$ cat src/rtl/fifo_mem_core_if.sv
// Handshake and status bundle between the write-control stage, the FIFO
// storage core and the read side. Signal names are given from the core's
// point of view (i_ into the core, o_ out of it).
interface fifo_mem_core_if #(
    parameter int DATA_WIDTH = 8,
    parameter int ADDR_WIDTH = 4
);
    logic                  i_wen_ctrl;
    logic [DATA_WIDTH-1:0] i_wdata;
    logic                  i_ren;
    logic [DATA_WIDTH-1:0] o_rdata;
    logic                  o_rvalid;
    logic                  o_full;
    logic                  o_empty;
    logic                  o_almost_full;
    logic [ADDR_WIDTH:0]   o_count;
    logic                  o_overflow;
    logic                  o_underflow;

    // Storage core side.
    modport slave (
        input  i_wen_ctrl,
        input  i_wdata,
        input  i_ren,
        output o_rdata,
        output o_rvalid,
        output o_full,
        output o_empty,
        output o_almost_full,
        output o_count,
        output o_overflow,
        output o_underflow
    );

    // Write-control / reader side.
    modport master (
        output i_wen_ctrl,
        output i_wdata,
        output i_ren,
        input  o_rdata,
        input  o_rvalid,
        input  o_full,
        input  o_empty,
        input  o_almost_full,
        input  o_count,
        input  o_overflow,
        input  o_underflow
    );
endinterface

$ cat src/rtl/fifo_mem_core.sv
// Single-clock FIFO storage stage: register array, wrap-bit pointers,
// occupancy and status flags. Flags are derived only from the registered
// pointers, so no input reaches a flag combinationally. Writes arriving while
// full are dropped with an overflow pulse; reads while empty are ignored with
// an underflow pulse.
module fifo_mem_core #(
    parameter int DATA_WIDTH  = 8,
    parameter int ADDR_WIDTH  = 4,
    parameter int AFULL_LEVEL = 14
) (
    input  logic            i_clk,
    input  logic            i_rest,
    fifo_mem_core_if.slave  bus
);
    localparam int DEPTH = 2 ** ADDR_WIDTH;
    localparam logic [ADDR_WIDTH:0] LP_AFULL = (ADDR_WIDTH + 1)'(AFULL_LEVEL);

    logic [DATA_WIDTH-1:0] r_mem [DEPTH];
    logic [ADDR_WIDTH:0]   r_wptr;
    logic [ADDR_WIDTH:0]   r_rptr;
    logic [DATA_WIDTH-1:0] r_rdata;
    logic                  r_rvalid;
    logic                  r_overflow;
    logic                  r_underflow;

    logic [ADDR_WIDTH-1:0] w_waddr;
    logic [ADDR_WIDTH-1:0] w_raddr;
    logic [ADDR_WIDTH:0]   w_count;
    logic                  w_full;
    logic                  w_empty;
    logic                  w_afull;
    logic                  w_write_ok;
    logic                  w_read_ok;

    assign w_waddr = r_wptr[ADDR_WIDTH-1:0];
    assign w_raddr = r_rptr[ADDR_WIDTH-1:0];

    // Same slot with opposite wrap bits means the writer has lapped the reader.
    assign w_count = r_wptr - r_rptr;
    assign w_empty = (r_wptr == r_rptr);
    assign w_full  = (w_waddr == w_raddr) && (r_wptr[ADDR_WIDTH] != r_rptr[ADDR_WIDTH]);
    assign w_afull = (w_count >= LP_AFULL);

    // Acceptance uses pre-edge flags: a full FIFO still drops a write even
    // when a read frees a slot in the same cycle, and an empty FIFO never
    // forwards a same-cycle write to the read port.
    assign w_write_ok = bus.i_wen_ctrl & ~w_full;
    assign w_read_ok  = bus.i_ren & ~w_empty;

    // Pointer advance on accepted transfers; reset discards all contents.
    always_ff @(posedge i_clk) begin
        if (i_rest) begin
            r_wptr <= '0;
            r_rptr <= '0;
        end else begin
            if (w_write_ok) r_wptr <= r_wptr + 1'b1;
            if (w_read_ok)  r_rptr <= r_rptr + 1'b1;
        end
    end

    // Storage array write port; contents are not reset.
    always_ff @(posedge i_clk) begin
        if (!i_rest && w_write_ok) r_mem[w_waddr] <= bus.i_wdata;
    end

    // Registered read port and one-cycle status pulses.
    always_ff @(posedge i_clk) begin
        if (i_rest) begin
            r_rdata     <= '0;
            r_rvalid    <= 1'b0;
            r_overflow  <= 1'b0;
            r_underflow <= 1'b0;
        end else begin
            if (w_read_ok) r_rdata <= r_mem[w_raddr];
            r_rvalid    <= w_read_ok;
            r_overflow  <= bus.i_wen_ctrl & w_full;
            r_underflow <= bus.i_ren & w_empty;
        end
    end

    assign bus.o_rdata       = r_rdata;
    assign bus.o_rvalid      = r_rvalid;
    assign bus.o_full        = w_full;
    assign bus.o_empty       = w_empty;
    assign bus.o_almost_full = w_afull;
    assign bus.o_count       = w_count;
    assign bus.o_overflow    = r_overflow;
    assign bus.o_underflow   = r_underflow;
endmodule

$ cat src/flat_wrapper.sv
// flat-port wrapper written by rule: the top's interface ports become plain ports
module fifo_mem_core_flat 
#(
    parameter int DATA_WIDTH  = 8,
    parameter int ADDR_WIDTH  = 4,
    parameter int AFULL_LEVEL = 14
)
  (i_clk, i_rest, bus_i_wen_ctrl, bus_i_wdata, bus_i_ren, bus_o_rdata, bus_o_rvalid, bus_o_full, bus_o_empty, bus_o_almost_full, bus_o_count, bus_o_overflow, bus_o_underflow);
  fifo_mem_core_if #(.DATA_WIDTH(DATA_WIDTH), .ADDR_WIDTH(ADDR_WIDTH)) bus_i ();
  input  logic i_clk;
  input  logic i_rest;
  input wire logic [$bits(bus_i.i_wen_ctrl)-1:0] bus_i_wen_ctrl;
  input wire logic [$bits(bus_i.i_wdata)-1:0] bus_i_wdata;
  input wire logic [$bits(bus_i.i_ren)-1:0] bus_i_ren;
  output wire logic [$bits(bus_i.o_rdata)-1:0] bus_o_rdata;
  output wire logic [$bits(bus_i.o_rvalid)-1:0] bus_o_rvalid;
  output wire logic [$bits(bus_i.o_full)-1:0] bus_o_full;
  output wire logic [$bits(bus_i.o_empty)-1:0] bus_o_empty;
  output wire logic [$bits(bus_i.o_almost_full)-1:0] bus_o_almost_full;
  output wire logic [$bits(bus_i.o_count)-1:0] bus_o_count;
  output wire logic [$bits(bus_i.o_overflow)-1:0] bus_o_overflow;
  output wire logic [$bits(bus_i.o_underflow)-1:0] bus_o_underflow;
  assign bus_i.i_wen_ctrl = bus_i_wen_ctrl;
  assign bus_i.i_wdata = bus_i_wdata;
  assign bus_i.i_ren = bus_i_ren;
  assign bus_o_rdata = bus_i.o_rdata;
  assign bus_o_rvalid = bus_i.o_rvalid;
  assign bus_o_full = bus_i.o_full;
  assign bus_o_empty = bus_i.o_empty;
  assign bus_o_almost_full = bus_i.o_almost_full;
  assign bus_o_count = bus_i.o_count;
  assign bus_o_overflow = bus_i.o_overflow;
  assign bus_o_underflow = bus_i.o_underflow;
  fifo_mem_core #(.DATA_WIDTH(DATA_WIDTH), .ADDR_WIDTH(ADDR_WIDTH), .AFULL_LEVEL(AFULL_LEVEL)) u_core (.i_clk(i_clk), .i_rest(i_rest), .bus(bus_i));
endmodule
$ cat config.mk
export PLATFORM = sky130hd
export DESIGN_NAME = fifo_mem_core_flat
export DESIGN_NICKNAME = d
export VERILOG_FILES = /design/src/rtl/fifo_mem_core_if.sv /design/src/rtl/fifo_mem_core.sv /design/src/flat_wrapper.sv
export SDC_FILE = /design/constraint.sdc
export NUM_CORES = 1
export LEC_CHECK = 0
export ABC_AREA = 1
export CAP_MARGIN = 0
export CORE_MARGIN = 10
export CORE_UTILIZATION = 30
export CTS_CLUSTER_SIZE = 25
export DETAILED_ROUTE_END_ITERATION = 8
export GPL_TIMING_DRIVEN = 1
export MAX_ROUTING_LAYER = met4
export PLACE_DENSITY = 0.58
export SETUP_SLACK_MARGIN = 0.5
export SYNTH_ARGS = -nofsm -noshare
export SYNTH_HDL_FRONTEND = slang
export SYNTH_SLANG_ARGS = --single-unit
$ cat constraint.sdc
create_clock -name i_clk -period 2.4 [get_ports i_clk]
set_input_delay 0.36 -clock i_clk [delete_from_list [all_inputs] [get_ports i_clk]]
set_output_delay 0.36 -clock i_clk [all_outputs]
set_load 0.005 [all_outputs]
==> impl_metrics.json <==
{
  "crit_required_ns": 2.59,
  "end_kind": "register",
  "drtIter0Drc": 303,
  "rows": 54,
  "setup_viol": 0,
  "syn_avg_cell_area_um2": 10.2,
  "root_buffer": "clkbuf_16",
  "io_buffers": 30,
  "final_nets": 745,
  "cp_max_fo": 6,
  "gr-total-overflow": 0,
  "fillers": 2056,
  "power_density_mw_per_mm2": 798,
  "synth-edff-count": 128,
  "synth_sequential_area_ratio": 0.647,
  "arrival_ns": 2.47,
  "remaining_drc_errors": 0,
  "postSynthCellCount": 647,
  "viasPerCell": 4.50,
  "ys_ff_latch": 149,
  "hold_path_class": "reg2reg",
  "clock_latency_ns": 0.42,
  "worst_slew_pin_slew_ns": 0.777,
  "ant_nets": 0,
  "hold_viol_final": 0,
  "rsz0062_at_grt": "true",
  "areaGrowthSynthToFinish_pct": 31.7,
  "clk_pin_slew_ns": 0.06,
  "first_pass_iters": 5,
  "io_pins": 31,
  "insertedDiodeCount": 0,
  "yosysWarnings": 0,
  "fp.dieW_um": 168,
  "wl_per_cell_um": 16.3,
  "synth_cell_type_count": 26,
  "seq_area_mm2": 0.00428,
  "ys.flop_type": "edfxtp_1",
  "die_h_um": 168,
  "cts_buffers": 17,
  "slew_headroom": 0.481,
  "core_area_mm2": 0.0218,
  "fin_setup_tns_ns": 0,
  "grt.total_usage": 0.120,
  "vdd_drop_max_v": 0.000443,
  "tritoncts": "built",
  "antenna_found_initial": 0,
  "cts_buffer_depth": 2,
  "reg2reg_depth": 16,
  "report.final.slew_viol_count": 0,
  "fin_skew_ns": 0.00720,
  "clock_sinks": 149,
  "synth_async_sr_flop_share": 0,
  "status": "complete, no violations",
  "p_total_mw": 6.93,
  "grt_max_degree": 68,
  "drv_cap": 0,
  "rr_endpoint": "u_core.r_mem[14][3]",
  "fin_crit_sh": 0.950,
  "drt-total-wl_um": 16500,
  "power_leakage_nw": 3.42,
  "multi_input_area_mm2": 0.00215,
  "grt_pass1_vias": 4514,
  "timing.fmax_ghz": 0.438,
  "vias": 4572,
  "drive_gt1_frac": 0.228,
  "finalCriticalPeriod_ns": 2.28,
  "reg2reg_slack_ns": 0.12,
  "die-area_mm2": 0.0283,
  "startpoint_type": "register",
  "cp-endpoint": "u_core.r_mem[14][3]",
  "cts_hold_buf": 0,
  "crit_type": "reg2reg",
  "synth.cell_area_mm2": 0.00659,
  "gp_congestion": 0.781,
  "syn_nets": 669,
  "hpwl_um": 9720,
  "crit_start": "u_core.r_wptr[0]",
  "r2r-start": "u_core.r_wptr[0]",
  "grt_pass1_wl_um": 25700,
  "start_util": 0.303,
  "cts_htree_levels": 4
}
power breakdown:
part           leakage, nW  internal (mW)  switching (mW)
sequential            1.33           2.87          0.0391
clock                0.289           1.74            1.03
combinational         1.81          0.502           0.755
total                 3.42           5.10            1.82
cell type report:
class                   instances  area share
well taps                     280      0.0403
clock inverters                13      0.0209
inverters                     101      0.0448
repair buffers                 84       0.104
flip-flops and latches        149       0.493
multi-input cells             370       0.247
clock buffers                  19      0.0498
cell usage after synthesis (2+ instances only):
cell type  instances  area share
nand3_1           92       0.070
edfxtp_1         128        0.58
dfxtp_1           21       0.064
xor2_1             7      0.0093
ha_1               9       0.017
nand2_2            4      0.0038
nand2_1          183        0.10
o21ai_0            6      0.0046
nor2_1            27       0.015
buf_2             17       0.013
nor2_4             2      0.0034
o21ai_2            7      0.0093
buf_4              3      0.0034
inv_1             96       0.055
buf_6              3      0.0051
inv_2              3      0.0017
a21oi_1           19       0.014
clkbuf_1           4      0.0023
a21oi_2            9       0.012
flip-flops by register name (all words and copies together), names as in the netlist:
| register | flops |
|---|---|
| u_core.bus.o_overflow | 1 |
| u_core.bus.o_rdata | 8 |
| u_core.bus.o_rvalid | 1 |
| u_core.bus.o_underflow | 1 |
| u_core.r_mem | 128 |
| u_core.r_rptr | 5 |
| u_core.r_wptr | 5 |
per-layer routing:
metal,part of all wire,track usage
met1,0.46,0.148
met2,0.50,0.194
met3,0.027,0.0240
met4,0.017,0.0413
met5,0,-
what timing repair did:
| action | 4_1_cts | 5_1_grt |
|---|---|---|
| hold endpoints to repair | 0 | 0 |
| gates cloned | 0 | 0 |
| pin swaps | 23 | 20 |
| buffers inserted | 30 | 8 |
| setup endpoints to repair | 144 | 146 |
| gates resized for setup | 66 | 32 |
kinds of logic (layout without fill, tap and decap cells):
| kind of cell | Yosys count | after routing | synth area share |
|---|---|---|---|
| buffers and inverters | 128 | 217 | 0.0816 |
| AND/OR/NAND/NOR | 310 | 310 | 0.200 |
| adder cells (fa/ha/maj) | 10 | 10 | 0.0201 |
| flip-flops | 149 | 149 | 0.647 |
| XOR/XNOR | 8 | 8 | 0.0106 |
| AO/OA/AOI/OAI | 42 | 42 | 0.0410 |
critical path, cell delays in order (launching register included):
cell and delay, ns:
dfxtp_2 0.33, inv_2 0.06, buf_6 0.11, buf_6 0.10, buf_6 0.10, buf_6 0.10
buf_6 0.11, buf_6 0.10, buf_6 0.10, buf_6 0.10, buf_6 0.10, buf_6 0.10
buf_6 0.12, ha_4 0.17, nand2_8 0.11, nor2_4 0.06, buf_12 0.15
cells in the final DEF (no fill, tap or decap), drive strengths merged:
| cell | Yosys | layout |
|---|---|---|
| buf | 23 | 60 |
| xor2 | 7 | 7 |
| edfxtp | 128 | 128 |
| clkinvlp | 0 | 3 |
| clkinv | 1 | 6 |
| inv | 100 | 101 |
| dfxtp | 21 | 21 |
| nand3 | 93 | 93 |
| nand2 | 188 | 188 |
| o21ai | 14 | 14 |
| fa | 1 | 1 |
| a21oi | 28 | 28 |
| clkbuf | 4 | 20 |
| ha | 9 | 9 |
| xnor2 | 1 | 1 |
| clkdlybuf4s50 | 0 | 22 |
| bufinv | 0 | 4 |
| nor2 | 29 | 29 |
| dlygate4sd2 | 0 | 1 |
worst min-delay path by stage:
| stage | end | depth (start not counted) | slack [ns] | start |
|---|---|---|---|---|
| floorplan | u_core.r_rptr[3] | 1 | 0.43 | i_rest |
| global placement | u_core.r_wptr[4] | 2 | 0.47 | u_core.r_wptr[4] |
| detailed placement | u_core.r_wptr[4] | 2 | 0.47 | u_core.r_wptr[4] |
| CTS | u_core.r_wptr[4] | 2 | 0.49 | u_core.r_wptr[4] |
| global route | u_core.r_wptr[4] | 2 | 0.52 | u_core.r_wptr[4] |
| finish | u_core.r_wptr[4] | 2 | 0.49 | u_core.r_wptr[4] |
through the flow:
step | hold slack [ns] | area, um2 | utilization | setup WS [ns] | instances
floorplan | 0.429 | 6810 | - | 0.413 | 647
global placement | 0.469 | 7420 | 0.341 | 0.149 | 946
detailed placement | 0.473 | 7420 | 0.341 | 0.148 | 946
CTS | 0.494 | 8490 | 0.390 | 0.149 | 1008
global route | 0.523 | 8680 | 0.399 | 0.0728 | 1016
finish | 0.492 | 8680 | 0.399 | 0.119 | 1016
Power figures use the tool's default switching activity.
